<file path="src/rtl/parity_pkg.sv">
`default_nettype none
// +----------------------------------------------------------------------------+
// | parity_pkg : shared state encoding, parity-mode constants, saturating inc   |
// | Revision   : 1.0                                                            |
// +----------------------------------------------------------------------------+
package parity_pkg;

  typedef enum logic [1:0] {
    IDLE   = 2'd0,
    ACCUM  = 2'd1,
    RESULT = 2'd2
  } state_t;

  localparam logic PAR_EVEN = 1'b0;
  localparam logic PAR_ODD  = 1'b1;

  // Holds at all-ones of a w-bit field (w <= 32).
  function automatic logic [31:0] sat_inc(input logic [31:0] v, input int unsigned w);
    logic [31:0] max_v;
    max_v = (w >= 32) ? 32'hFFFF_FFFF : ((32'd1 << w) - 32'd1);
    return (v >= max_v) ? v : v + 32'd1;
  endfunction

endpackage
`default_nettype wire

</file>
<file path="src/rtl/parity_stream_sat_counter.sv">
`default_nettype none
// +----------------------------------------------------------------------------+
// | sat_counter : W-bit saturating up-counter, synchronous clear beats inc      |
// | Revision    : 1.0                                                           |
// +----------------------------------------------------------------------------+
module sat_counter
  import parity_pkg::*;
#(
  parameter int W = 8
) (
  input  logic         clk,
  input  logic         rst,
  input  logic         inc,
  input  logic         clr,
  output logic [W-1:0] cnt
);

  logic [W-1:0] cnt_d, cnt_q;

  always_comb begin
    cnt_d = cnt_q;
    if (clr) begin
      cnt_d = '0;
    end else if (inc) begin
      cnt_d = W'(sat_inc(32'(cnt_q), W));
    end
  end

  always_ff @(posedge clk or posedge rst) begin
    if (rst) begin
      cnt_q <= '0;
    end else begin
      cnt_q <= cnt_d;
    end
  end

  assign cnt = cnt_q;

endmodule
`default_nettype wire

</file>
<file path="src/rtl/parity_stream.sv">
`default_nettype none
// +----------------------------------------------------------------------------+
// | parity_stream : framed streaming parity generator/checker with error count  |
// | Revision      : 1.0                                                         |
// +----------------------------------------------------------------------------+
module parity_stream
  import parity_pkg::*;
#(
  parameter int DATA_W = 4,
  parameter int CNT_W  = 8,
  parameter int ERR_W  = 16
) (
  input  logic              clk,
  input  logic              rst,
  input  logic              in_valid,
  output logic              in_ready,
  input  logic [DATA_W-1:0] in_data,
  input  logic              in_last,
  input  logic              in_par,
  input  logic              cfg_odd,
  output logic              out_valid,
  input  logic              out_ready,
  output logic              out_par,
  output logic              out_err,
  output logic [CNT_W-1:0]  out_len,
  output logic [ERR_W-1:0]  err_cnt,
  input  logic              clr_err
);

  state_t             state_d, state_q;
  logic               acc_d, acc_q;
  logic               mode_d, mode_q;
  logic               out_par_d, out_par_q;
  logic               out_err_d, out_err_q;
  logic [CNT_W-1:0]   out_len_d, out_len_q;
  logic [CNT_W-1:0]   len_cnt;
  logic               in_xfer, out_xfer, word_par, err_inc;

  // Gated by rst so the port reads 0 throughout reset, not just after it.
  assign in_ready  = ~rst & (state_q != RESULT);
  assign out_valid = (state_q == RESULT);
  assign in_xfer   = in_valid & in_ready;
  assign out_xfer  = out_valid & out_ready;
  assign word_par  = ^in_data;

  always_comb begin
    state_d   = state_q;
    acc_d     = acc_q;
    mode_d    = mode_q;
    out_par_d = out_par_q;
    out_err_d = out_err_q;
    out_len_d = out_len_q;
    err_inc   = 1'b0;

    unique case (state_q)
      IDLE: begin
        if (in_xfer) begin
          mode_d  = cfg_odd;
          acc_d   = word_par;
          state_d = in_last ? RESULT : ACCUM;
        end
      end
      ACCUM: begin
        if (in_xfer) begin
          acc_d = acc_q ^ word_par;
          if (in_last) state_d = RESULT;
        end
      end
      RESULT: begin
        if (out_ready) state_d = IDLE;
      end
      default: state_d = IDLE;
    endcase

    // len_cnt is 0 at the first word, so one saturating step gives the final length.
    if (in_xfer && in_last) begin
      out_par_d = acc_d ^ mode_d;
      out_err_d = out_par_d ^ in_par;
      out_len_d = CNT_W'(sat_inc(32'(len_cnt), CNT_W));
      err_inc   = out_err_d;
    end
  end

  always_ff @(posedge clk or posedge rst) begin
    if (rst) begin
      state_q   <= IDLE;
      acc_q     <= 1'b0;
      mode_q    <= PAR_EVEN;
      out_par_q <= 1'b0;
      out_err_q <= 1'b0;
      out_len_q <= '0;
    end else begin
      state_q   <= state_d;
      acc_q     <= acc_d;
      mode_q    <= mode_d;
      out_par_q <= out_par_d;
      out_err_q <= out_err_d;
      out_len_q <= out_len_d;
    end
  end

  sat_counter #(.W(CNT_W)) u_len_cnt (
    .clk (clk),
    .rst (rst),
    .inc (in_xfer),
    .clr (out_xfer),
    .cnt (len_cnt)
  );

  sat_counter #(.W(ERR_W)) u_err_cnt (
    .clk (clk),
    .rst (rst),
    .inc (err_inc),
    .clr (clr_err),
    .cnt (err_cnt)
  );

  assign out_par = out_par_q;
  assign out_err = out_err_q;
  assign out_len = out_len_q;

endmodule
`default_nettype wire

</file>
<file path="config.mk">
export PLATFORM = sky130hd
export DESIGN_NAME = parity_stream
export DESIGN_NICKNAME = d
export VERILOG_FILES = /design/src/rtl/parity_pkg.sv /design/src/rtl/parity_stream_sat_counter.sv /design/src/rtl/parity_stream.sv
export SDC_FILE = /design/constraint.sdc
export NUM_CORES = 1
export LEC_CHECK = 0
export ABC_AREA = 0
export CAP_MARGIN = 0
export CORE_AREA = 2 2 61 78
export CTS_CLUSTER_DIAMETER = 150
export DETAILED_ROUTE_END_ITERATION = 8
export DIE_AREA = 0 0 63 80
export PLACE_DENSITY = 0.82
export SETUP_SLACK_MARGIN = 0.2
export SYNTH_ARGS = -nofsm -noshare
export SYNTH_HDL_FRONTEND = slang
export SYNTH_SLANG_ARGS = --single-unit
</file>
<file path="constraint.sdc">
create_clock -name clk -period 6.6 [get_ports clk]
set_input_delay 0.99 -clock clk [delete_from_list [all_inputs] [get_ports clk]]
set_output_delay 0.99 -clock clk [all_outputs]
set_load 0.02 [all_outputs]
</file>
==> results by group <==
Setup path
  – Crit-path max cell delay: 1.02 ns
  – CP Cell Sequence: clkdlybuf4s50_1 > xnor2_2 > xnor2_1 > a31oi_2 > a31oi_1 > nor3_1 > mux2_1
  – Slowest cell on crit path: a31oi_1
  – Critical R2R Capture: u_err_cnt.cnt[3]$_DFFE_PP0P_
  – Setup Crit Path Kind: primary input to flip-flop
  – Register-to-register setup slack: 3.62 ns
  – Critical path launch point: in_data[2]
  – CP Data Arrival Time: 3.84 ns
  – Required @ worst endpoint: 6.77 ns
  – Critical Path Fanout Max: 13
  – Crit path max-delay family: compound AO/OA/AOI/OAI gates
  – Setup crit end kind: flip-flop
  – R2R depth: 6
  – Worst setup SP type: primary input
  – Worst r2r src: state_q[0]$_DFFE_PP0P_
  – Worst path bufs/invs: 1

Min path
  – Hold path depth: 2
  – Hold EP: out_len[2]$_DFFE_PP0P_
  – Min-delay src: out_len[2]$_DFFE_PP0P_
  – Worst min path class: flip-flop to flip-flop

Logic synthesis
  – Synth Net Count: 277
  – Seq/Total Area, Yosys: 40.1%
  – Netlist cell types: 52
  – Netlist Area Pre-Place: ~0.0024 sq mm
  – Synth Flop Type: dfrtp_1
  – YS warnings: 0
  – Most frequent cell after synthesis: dfrtp_1
  – Yosys top cell area share: 40.1%
  – Post-Synthesis Cells: about 260
  – Post-synthesis xor/xnor area fraction: 4.91%
  – Post-Synth Adder-Cell Area: 1.06%
  – Post-synth EDFFs: 0
  – Largest family of logic cells by synthesized area: simple AND/OR/NAND/NOR gates
  – Post-synthesis simple-gate area fraction: between 20% and 30%
  – Top cells by area, synth: dfrtp_1, nand2_1, nor2_1
  – Mux share of post-synthesis cell area: 6.07%
  – Avg Inst Size Synth: between 9 and 10 sq um
  – Synth Area in Compound Gates: 18.8%
  – Synthesis-stage register bit count: 38
  – Top cells by count, synth: dfrtp_1, nand2_1, nor2_1
  – FFs w/ async S/R, synth: 100%
  – Synth area leader: dfrtp_1

Global routing
  – Vias in the first global route: 1,990
  – Largest net degree at the start of global routing: 39
  – Overflow after GRT: 0
  – Initial antenna violation count: 0
  – GR Util All Layers: 22.7%
  – Global-route wire length before repair: slightly above 9000 um

Floorplanning
  – Core Rows: 27
  – Die footprint: 0.00504 sq mm
  – Starting Density: 55.2%
  – I/O pin cnt: 40
  – Die extent in y: approximately 80 um
  – Floorplan core area: approximately 0.0043 sq mm
  – DIE WIDTH: 63 um

STA
  – Fin crit share: around 56%
  – Setup Skew: 0.00937 ns
  – Setup TNS: 0 ns
  – Final setup fails: 0
  – Final WS setup: about 3 ns
  – Maximum clock frequency: 0.273 GHz
  – Fin. max-slew vios: 0
  – Final count of hold timing violations: 0
  – Post-layout min period: 3.67 ns
  – RSZ-0062 raised after global routing: no
  – Max_slew headroom: 17.1%
  – Worst Tran Pin Value: about 1.2 ns
  – Worst hold slack: 0.482 ns

Route
  – DRT Pass-1 Iters: 4
  – Top Metal Used: met4
  – Routed wire per std cell: 14.6 um
  – Metal-1 WL: 2280 um
  – Via Count: 2,099
  – Vias per cell: 5.83
  – Initial DRC count: 240
  – Remaining DRCs: 0
  – Final ANT Viol Nets: 0
  – Routed Wire Length: between 5000 and 6000 um
  – Routed wl met3: around 250 um
  – WL met2: 2680 um

Cells and area
  – Ant. Diodes: 0
  – Layout cells sized above 1: 7.62%
  – P&R area growth vs syn: 21.9%
  – Utilization after layout: 67.3%
  – Final Non-Filler Cells: 360
  – Filler cell count: 359
  – Final net count: 315
  – Final Cell Area: 0.00289 sq mm

Clock network
  – CTS Buffer Depth: 2
  – CTS clk-pin slew, worst paths: 0.07 ns
  – CTS tree: yes
  – Sink Count: 38
  – Root Buffer: clkbuf_8
  – Postcts setup bufs: 0
  – Post-CTS Hold Fix Bufs: 0
  – Clk_lat worst skew: 0.30 ns
  – Total CTS buffers: 5
  – Post-cts resize count: 0
  – Htree depth: 2

Power and ir drop
  – Flop pwr share: between 40% and 50%
  – Logic pwr share: 34.9%
  – Power Dens Cells: roughly 240 mW/mm^2
  – Worst vdd ir: approximately 200 uV
  – PnR Total Power: between 0.7 and 0.8 mW
  – Switching pwr: 0.257 mW
  – Sw Share: 36.5%
  – Internal power: 0.447 mW
  – P_leak: around 1.2 nW
  – Clock power frac: 23.7%

Place
  – Placed insts: 352
  – Routability Congestion: ~0.89
  – Buffers on Ports: 39
  – Hpwl dp: between 3000 and 4000 um
  – Pre-CTS setup slack: 2.61 ns
  – DP Area: 0.00280 sq mm

Run
  – Max cap viols: 0

Status
  – Status: finished clean
## worst max-delay path by stage
stage                                         endpoint  depth (start not counted)
after floorplan           u_err_cnt.cnt[9]$_DFFE_PP0P_                          6
after global placement    u_err_cnt.cnt[7]$_DFFE_PP0P_                          7
after detailed placement  u_err_cnt.cnt[9]$_DFFE_PP0P_                          7
after CTS                 u_err_cnt.cnt[9]$_DFFE_PP0P_                          7
after global routing      u_err_cnt.cnt[9]$_DFFE_PP0P_                          7
final                     u_err_cnt.cnt[9]$_DFFE_PP0P_                          7
## cell usage in the layout (no fill, tap or decap), types with 2 or more instances in the layout
cell / n
nand4_1: 6
or2_2: 2
xnor2_2: 2
o21ai_0: 19
ha_1: 2
nor3_1: 6
o2111ai_1: 7
mux2_1: 6
o41ai_1: 6
dfrtp_1: 38
nor2_1: 26
and3_1: 8
o31ai_1: 5
clkbuf_8: 6
o211ai_1: 2
a21oi_1: 15
or4_1: 5
nor4_1: 3
xnor2_1: 6
inv_1: 15
a31oi_1: 2
nand2_1: 27
mux2i_1: 5
clkdlybuf4s50_1: 39
nor2b_1: 5
nand3_1: 11
## cell type report
cell class	count	area [sq um]	share of cell area [%]
multi-input cells	201	1320	45.7
clock buffers	7	86.3	2.99
clock inverters	1	5.00	0.173
repair buffers	40	398	13.8
inverters	15	56.3	1.95
flip-flops and latches	38	951	32.9
well taps	58	72.6	2.51
## worst min-delay path: cells and delay by family (launching register included)
kind	cells	cell delay [ns]
flops	1	0.34
compound gates	1	0.06
simple gates	1	0.05
## logic make-up (layout without fill, tap and decap cells)
kind of cell,Yosys count,after routing
XOR/XNOR,10,10
multiplexers,13,13
flip-flops,38,38
AO/OA/AOI/OAI,65,65
AND/OR/NAND/NOR,111,111
buffers and inverters,24,63
adder cells (fa/ha/maj),2,2
## registers in the layout, indices dropped and copies added (netlist names)
name	flops
acc_q	1
out_err	1
u_err_cnt.cnt	16
u_len_cnt.cnt	8
state_q	2
out_par	1
out_len	8
mode_q	1
## power by group through the flow
stage	sequential [mW]	combinational, mW	clock (mW)
6_report	0.292	0.246	0.167
2_1_floorplan	0.309	0.158	0
3_5_place_dp	0.296	0.247	0
5_1_grt	0.297	0.267	0.182
3_3_place_gp	0.295	0.243	0
4_1_cts	0.291	0.248	0.169
## metal layers
metal	global-route usage, %	vias up
met1	27.4	994
met3	3.81	6
met4	8.00	0
met5	0	-
li1	-	1045
met2	40.6	54
(Power assumes the default switching activity.)
